File: src/rtl/rfsoc_mm2s_seq.sv
`default_nettype none
// rfsoc_mm2s_seq: turns start/size control bits into AXI DataMover MM2S commands and tracks status.
// Optional status watchdog is compiled in with RFSOC_MM2S_SEQ_TIMEOUT_EN.
module rfsoc_mm2s_seq #(
  parameter int BURST_BYTES     = 4096,
  parameter int MAX_OUTSTANDING = 4,
  parameter int TIMEOUT_CYCLES  = 65535
) (
  input  logic        clk,
  input  logic        rstb,
  input  logic        start,
  input  logic        sw_reset,
  input  logic [31:0] start_addr,
  input  logic [31:0] cap_size,
  output logic        cmd_tvalid,
  input  logic        cmd_tready,
  output logic [71:0] cmd_tdata,
  input  logic        sts_tvalid,
  output logic        sts_tready,
  input  logic [7:0]  sts_tdata,
  output logic        busy,
  output logic        done,
  output logic [31:0] current_addr,
  output logic [7:0]  run_cycles,
  output logic [7:0]  dm_status,
  output logic        mm2s_err
);

  localparam logic [31:0] BURST   = 32'(BURST_BYTES);
  localparam logic [3:0]  MAX_OUT = 4'(MAX_OUTSTANDING);

  if (BURST_BYTES < 1 || BURST_BYTES > 8388607 || MAX_OUTSTANDING < 1 ||
      MAX_OUTSTANDING > 15 || TIMEOUT_CYCLES < 1) begin : g_param_check
    $error("rfsoc_mm2s_seq: parameter out of range");
  end

  typedef enum logic [2:0] {S_IDLE, S_LOAD, S_ISSUE, S_WAIT, S_DRAIN} state_t;

  state_t      state;
  logic        start_q;
  logic        abort_q;
  logic [31:0] addr;
  logic [31:0] remaining;
  logic [3:0]  tag;
  logic [3:0]  outstanding;

  function automatic logic [22:0] btt_of(input logic [31:0] rem);
    return (rem > BURST) ? BURST[22:0] : rem[22:0];
  endfunction

  function automatic logic [71:0] make_cmd(input logic [31:0] a, input logic [31:0] rem,
                                           input logic [3:0] t);
    return {4'h0, t, a, 1'b0, (rem <= BURST), 6'd0, 1'b1, btt_of(rem)};
  endfunction

  logic        cmd_hs, sts_hs, sts_dec, sts_bad, abort_now;
  logic [22:0] btt;
  logic [31:0] addr_nxt, rem_nxt;
  logic [3:0]  out_nxt, tag_nxt;

  assign cmd_hs    = cmd_tvalid & cmd_tready;
  assign sts_hs    = sts_tvalid & sts_tready;
  // Stray statuses (nothing outstanding) only refresh dm_status.
  assign sts_dec   = sts_hs & (outstanding != 4'd0);
  assign sts_bad   = sts_dec & ((sts_tdata[6:4] != 3'b000) | ~sts_tdata[7]);
  assign abort_now = abort_q | sw_reset | sts_bad;
  assign btt       = btt_of(remaining);
  assign addr_nxt  = addr + {9'd0, btt};
  assign rem_nxt   = remaining - {9'd0, btt};
  assign tag_nxt   = tag + 4'd1;
  assign out_nxt   = outstanding + {3'd0, cmd_hs} - {3'd0, sts_dec};
  assign busy      = (state != S_IDLE);

`ifdef RFSOC_MM2S_SEQ_TIMEOUT_EN
  logic [31:0] to_cnt;
`endif

  always_ff @(posedge clk or negedge rstb) begin
    if (!rstb) begin
      state        <= S_IDLE;
      start_q      <= 1'b0;
      abort_q      <= 1'b0;
      addr         <= '0;
      remaining    <= '0;
      tag          <= '0;
      outstanding  <= '0;
      cmd_tvalid   <= 1'b0;
      cmd_tdata    <= '0;
      sts_tready   <= 1'b0;
      done         <= 1'b0;
      current_addr <= '0;
      run_cycles   <= '0;
      dm_status    <= '0;
      mm2s_err     <= 1'b0;
`ifdef RFSOC_MM2S_SEQ_TIMEOUT_EN
      to_cnt       <= '0;
`endif
    end else begin
      sts_tready  <= 1'b1;
      done        <= 1'b0;
      start_q     <= start;
      outstanding <= out_nxt;
      if (sts_hs) dm_status <= sts_tdata;
      if (sts_bad) mm2s_err <= 1'b1;
      if (cmd_hs) begin
        current_addr <= addr;
        addr         <= addr_nxt;
        remaining    <= rem_nxt;
        tag          <= tag_nxt;
      end
      // Abort requests are remembered so a stalled command can finish first.
      if (state != S_IDLE && (sw_reset || sts_bad)) abort_q <= 1'b1;

      case (state)
        S_IDLE: begin
          abort_q <= 1'b0;
          if (cmd_hs) cmd_tvalid <= 1'b0;
          if (start && !start_q && !sw_reset && !cmd_tvalid) begin
            mm2s_err   <= 1'b0;
            run_cycles <= '0;
            tag        <= '0;
            state      <= S_LOAD;
          end
        end
        S_LOAD: begin
          addr      <= start_addr;
          remaining <= cap_size;
          if (sw_reset) begin
            state <= S_DRAIN;
          end else if (cap_size == 32'd0) begin
            done  <= 1'b1;
            state <= S_IDLE;
          end else begin
            cmd_tvalid <= 1'b1;
            cmd_tdata  <= make_cmd(start_addr, cap_size, tag);
            state      <= S_ISSUE;
          end
        end
        S_ISSUE: begin
          if (cmd_hs) begin
            if (abort_now) begin
              cmd_tvalid <= 1'b0;
              state      <= S_DRAIN;
            end else if (rem_nxt == 32'd0) begin
              cmd_tvalid <= 1'b0;
              state      <= S_WAIT;
            end else if (out_nxt < MAX_OUT) begin
              cmd_tdata <= make_cmd(addr_nxt, rem_nxt, tag_nxt);
            end else begin
              cmd_tvalid <= 1'b0;
            end
          end else if (!cmd_tvalid) begin
            if (abort_now) begin
              state <= S_DRAIN;
            end else if (remaining == 32'd0) begin
              state <= S_WAIT;
            end else if (outstanding < MAX_OUT) begin
              cmd_tvalid <= 1'b1;
              cmd_tdata  <= make_cmd(addr, remaining, tag);
            end
          end
        end
        S_WAIT: begin
          if (abort_now) begin
            state <= S_DRAIN;
          end else if (outstanding == 4'd0) begin
            if (run_cycles != 8'hFF) run_cycles <= run_cycles + 8'd1;
            if (start) begin
              state <= S_LOAD;
            end else begin
              done  <= 1'b1;
              state <= S_IDLE;
            end
          end
        end
        S_DRAIN: begin
          if (outstanding == 4'd0) state <= S_IDLE;
        end
        default: state <= S_IDLE;
      endcase

      if (sw_reset) begin
        mm2s_err   <= 1'b0;
        run_cycles <= '0;
      end

`ifdef RFSOC_MM2S_SEQ_TIMEOUT_EN
      if (outstanding == 4'd0 || sts_hs) begin
        to_cnt <= '0;
      end else if (to_cnt == 32'(TIMEOUT_CYCLES - 1)) begin
        to_cnt      <= '0;
        mm2s_err    <= 1'b1;
        dm_status   <= 8'h10;
        outstanding <= '0;
        state       <= S_IDLE;
      end else begin
        to_cnt <= to_cnt + 32'd1;
      end
`endif
    end
  end

endmodule
`default_nettype wire

File: config.mk
export PLATFORM = sky130hd
export DESIGN_NAME = rfsoc_mm2s_seq
export DESIGN_NICKNAME = d
export VERILOG_FILES = /design/src/rtl/rfsoc_mm2s_seq.sv
export SDC_FILE = /design/constraint.sdc
export NUM_CORES = 1
export LEC_CHECK = 0
export BUFFER_PORTS_ARGS = -buffer_cell sky130_fd_sc_hd__buf_2
export CORE_MARGIN = 1
export CORE_UTILIZATION = 51
export DETAILED_ROUTE_END_ITERATION = 8
export GPL_TIMING_DRIVEN = 0
export PLACE_DENSITY_LB_ADDON = 0.05
export SLEW_MARGIN = 20
export SYNTH_ARGS = -nofsm -noshare
export SYNTH_HDL_FRONTEND = slang
export SYNTH_SLANG_ARGS = --single-unit
File: constraint.sdc
create_clock -name clk -period 4.51 [get_ports clk]
set_input_delay 0.451 -clock clk [delete_from_list [all_inputs] [get_ports clk]]
set_output_delay 0.451 -clock clk [all_outputs]
set_load 0.05 [all_outputs]
== Word-level counts from Yosys, hierarchy flattened ==
Index checks and enable logic that the tools add are counted.

* Reductions and logical operators: 25
* Add/subtract/negate cells: 6
* Eq/ne operators: 24
* Mux-type cells: 65
* $lt $le $gt $ge: 8
* Bitwise operators: 8

{| class="wikitable"
|+ Operators with widths
! operator !! count
|-
| 2-to-1 mux 72 bit || 10
|-
| case mux 72 bit (2 select lines) || 1
|-
| 2-to-1 mux 32 bit || 4
|-
| > comparator 32 x 13 -> 1 bit, second input constant || 3
|-
| <= comparator 32 x 13 -> 1 bit, second input constant || 3
|-
| zero test 32 bit || 3
|-
| 2-to-1 mux 23 bit || 3
|-
| 2-to-1 mux 8 bit || 5
|-
| 2-to-1 mux 3 bit || 11
|-
| adder 32 x 23 -> 32 bit || 1
|-
| subtractor 32 x 23 -> 32 bit || 1
|-
| inequality test 3 bit, second input constant || 10
|-
| 2-to-1 mux 1 bit || 23
|-
| case mux 8 bit (2 select lines) || 1
|-
| case mux 3 bit (5 select lines) || 1
|-
| 2-to-1 mux 4 bit || 3
|-
| inequality test 2 bit, second input constant || 6
|-
| nonzero test 3 bit || 4
|-
| AND reduction 5 bit || 2
|-
| AND reduction 9 bit || 1
|-
| adder 8 x 1 -> 8 bit, second input constant || 1
|-
| less-than comparator 4 x 3 -> 1 bit, second input constant || 2
|-
| inequality test 4 bit, second input constant || 2
|-
| inequality test 8 bit, second input constant || 1
|-
| other kinds (21) || 34
|}

* Register bits after elaboration: 201
* Bits of input ports: 78
* Output and inout port bits: 125
* Logic and storage cells: 151

== Depth between registers and ports, before layout ==
* Depth after elaboration: 10
* Depth in mapped cells: 20
* Mapped depth without buffers: 16

== Least setup slack after synthesis ==
OpenSTA, ideal clock, no wires.

* Path type: register to register
* Start point: register remaining[13]
* End point: register cmd_tdata[59]
* Data arrival time: 4.797 ns
* Cell stages (with the launch flop): 19
* Setup time: 0.125 ns
* Data required time: 4.385 ns
* Setup slack: -0.413 ns
* Cell sequence: dfrtp_1 buf_2 nor3_2 nand3_2 buf_2 nor3_1 clkbuf_1 clkbuf_1 and2_1 ha_1 nand2_1 or2_2 or4_1 a21oi_1 o21ai_1 a211oi_1 nor3_1 or3_1 mux2_4

* Word-level cells in the longest chain between the ends: 8
* Elaborated cells on any way between the ends: 14
* Classes of those cells: 2 x add/sub; 1 x order compare; 2 x eq/ne; 6 x mux; 3 x reduce/logical

{| class="wikitable"
|+ Ends and longest elaborated chain
! item !! RTL line !! text
|-
| start: declaration || 43 || <nowiki>logic [31:0] remaining;</nowiki>
|-
| start signal: assignment || 108 || <nowiki>remaining <= rem_nxt;</nowiki>
|-
| start signal: assignment || 127 || <nowiki>remaining <= cap_size;</nowiki>
|-
| parallel branches: the longest is 8 deep, another holds > comparator 32 x 13 -> 1 bit || n/a ||
|-
| end signal: assignment || 135 || <nowiki>cmd_tdata <= make_cmd(start_addr, cap_size, tag);</nowiki>
|-
| end signal: assignment || 148 || <nowiki>cmd_tdata <= make_cmd(addr_nxt, rem_nxt, tag_nxt);</nowiki>
|-
| end signal: assignment || 159 || <nowiki>cmd_tdata <= make_cmd(addr, remaining, tag);</nowiki>
|-
| end: declaration || 17 || <nowiki>output logic [71:0] cmd_tdata,</nowiki>
|}

Several ways; the timed one is not identified. The select of a mux whose other input is x is not followed.
A chain may end at the register's enable or synchronous reset.

== Worst setup path in the final report ==
* Start point: register remaining[25]
* End point: register cmd_tdata[58]

The elaborated chain is that of the path after synthesis.

==> metrics.cfg <==
[drt]
drc = 0
vias = 10488
wl_per_cell_um = 19.6
viasPerCell = 5.85
final_antenna_net_count = 0
firstDrtPassIters = 6
totalWireLength_mm = 35.2
initialDrtViolationCount = 871

[global_routing]
grt_first_pass_wirelength_mm = 53.1
antenna_found_initial = 0
track_usage = 0.313
grt_max_degree = 92
grt_overflow = 0
grt_pass1_vias = 9608

[setup_path]
cp_top_family = simple AND/OR/NAND/NOR gates
r2r_slack_ns = -0.01
crit_start = remaining[25]
endpoint_kind = flip-flop
cp_slowest_cell = dfrtp_1
path_buf_inv = 4
start_kind = flip-flop
cp.required_ns = 4.85
arrival_ns = 4.86
critical_path.cell_chain = nor4_4 -> nand3_4 -> or3_4 -> buf_6 -> nor2_2 -> ha_2 -> inv_1 -> fa_2 -> nor2b_4 -> o31ai_2 -> a211oi_2 -> buf_4 -> o31ai_4 -> o211ai_1 -> buf_4 -> o2111ai_1 -> xor2_1 -> a21oi_1 -> mux2_4
critPathMaxStageDelay_ns = 0.49
critical_path_class = reg2reg
crit_top_cell = buf_4
regToRegStartpoint = remaining[25]
crit_fanout = 10

[timing]
slew_headroom = 0.388
hold_slack_ns = 0.135
max_freq_ghz = 0.221
fin_ws_ns = -0.0121
worst_slew_pin_slew_ns = 0.918
finalHoldViolations = 0
slew_violations = 0
fin_crit_ns = 4.52
clock_skew_ns = 0.0151
tns_ns = -0.0121
setup_viol = 1
fin_crit_sh = 1.00

[floorplan]
die_h_um = 150
ios = 203
rows = 53
core_area_um2 = 21300
die_area_um2 = 22500
die_x_um = 150
start_util = 0.525

[synthesis]
synth-async-reset-ratio = 1.00
synth_edf_count = 0
synth_commonest_cells = 212 x nand2_1, 190 x dfrtp_1, 118 x nor2_1
ys_ff_latch = 190
synthCells = 1230
synth_top_area_cell = dfrtp_1
netlist_area_um2 = 11200
avgSynthCellArea_um2 = 9.09
synth.most_common_cell = nand2_1
synth_area_leaders = dfrtp_1 43%, nand2_1 7.1%, mux2_4 6.4%
synth_ff_type = dfrtp_1
seq_area_frac_synth = 0.425
yosysTopAreaCellShare = 0.425
ys_types = 72
synth_warnings = 0

[power_and_ir_drop]
p_seq_frac = 0.318
power.share.clock = 0.155
combPwrFrac = 0.526
power.net_switching_mw = 4.56
p_int_mw = 4.84
p_per_area_nw_per_um2 = 670
p_leak_nw = 6.54
vdd_drop_max_mv = 0.487
switching_share = 0.485
totalPowerFinal_mw = 9.40

[finish]
antenna_cells = 0
fin_nets = 1617
area_growth_pct = 25.3
post_route_cells_drive_above_1_share = 0.287

[place]
dp_hpwl_mm = 24.5
place.gp.congestion = 0.925
portBuffers = 190
post-place-ws_ns = -1.02

[clock_tree]
insertion_delay_ns = 0.45
cts-root-buf = clkbuf_16
clkSinkCount = 190
clockBufferDepth = 2
cts_buffers = 17
htreeDepth = 4
clk_pin_slew_ns = 0.08
cts_tree = yes

[outcome]
outcome = finished with violations
violations = setup timing

[hold_path]
hold_path_class = in2reg
hp-start = start

[run]
maxCapViolCount = 0

-- sequential cells by signal, summed over array words and instances, names as in the netlist --
| name | count |
|---|---|
| mm2s_err | 1 |
| abort_q | 1 |
| addr | 32 |
| run_cycles | 8 |
| dm_status | 8 |
| remaining | 32 |
| state | 3 |
| outstanding | 4 |
| current_addr | 32 |
| cmd_tvalid | 1 |
| sts_tready | 1 |
| start_q | 1 |
| done | 1 |
| cmd_tdata | 61 |
| tag | 4 |
-- layout make-up --
class / count / area, um2
clock buffer: 20 / 447
multi-input combinational: 957 / 6450
clock inverter: 12 / 104
buffer: 73 / 407
tap: 275 / 344
inverter: 25 / 97.6
fill: 1817 / 7270
sequential: 190 / 4760
timing repair buffer: 241 / 1410
-- worst paths after layout --
path	endpoint	cells after the start
max	cmd_tdata[58]	19
min	start_q	1
max reg2reg	cmd_tdata[58]	19
min reg2reg	cmd_tdata[23]	1
max in group asynchronous	remaining[9]	3
min in group asynchronous	dm_status[2]	2
-- power groups by stage --
stage / Sequential (mW) / Combinational [mW] / Clock (mW)
global placement: 2.93 / 4.32 / 0
floorplan: 3.89 / 2.28 / 0
finish: 2.99 / 4.94 / 1.46
global route: 3.06 / 5.30 / 1.55
detailed placement: 2.94 / 4.38 / 0
CTS: 2.96 / 4.60 / 1.47
-- cells by family after synthesis --
kind of cell    count (synthesis)  synth area share
xor+xnor                       56            0.0439
buf+inv                       104            0.0443
fa+ha+maj                      34            0.0394
compound gates                262             0.145
mux                            70            0.0858
other cells                     2          0.000671
flops                         190             0.425
simple gates                  512             0.216
-- stage by stage --
| step | std cells | area, um2 | util |
|---|---|---|---|
| after CTS | 1766 | 13600 | 0.639 |
| after global placement | 1716 | 12600 | 0.591 |
| after floorplan | 1251 | 11300 | - |
| after detailed placement | 1718 | 12700 | 0.595 |
| after global routing | 1793 | 14000 | 0.658 |
| final | 1793 | 14000 | 0.658 |
-- layout by cell type, fill, tap and decap left out, types with 10 or more instances in the layout --
master,instances
or3_1,11
xor2_1,27
dfrtp_1,184
nor4_1,19
clkbuf_1,43
clkbuf_16,18
nor3_1,24
o21ai_0,85
mux2_4,48
buf_2,193
nand4_1,13
nand2_1,208
ha_1,21
conb_1,23
mux2_2,15
a31oi_1,14
a21oi_1,64
and3_1,10
xnor2_1,29
nor2_1,116
buf_4,59
nor2b_1,12
inv_1,24
nand3_1,19
-- routing by layer --
metal / share of wire / up-vias / GRT usage
met2: 0.45 / 521 / 0.475
met4: 0.035 / 0 / 0.131
met1: 0.43 / 5019 / 0.442
met3: 0.086 / 93 / 0.0518
met5: 0 / - / 0
li1: - / 4855 / -
-- timing repair --
action,4_1_cts,5_1_grt
pin swaps,17,30
setup buffers,18,28
gates resized for setup,49,41
hold buffers,1,0
endpoints found under the setup margin,81,71
cloned,1,1
endpoints found under the hold margin,46,0
(Power assumes the default switching activity.)
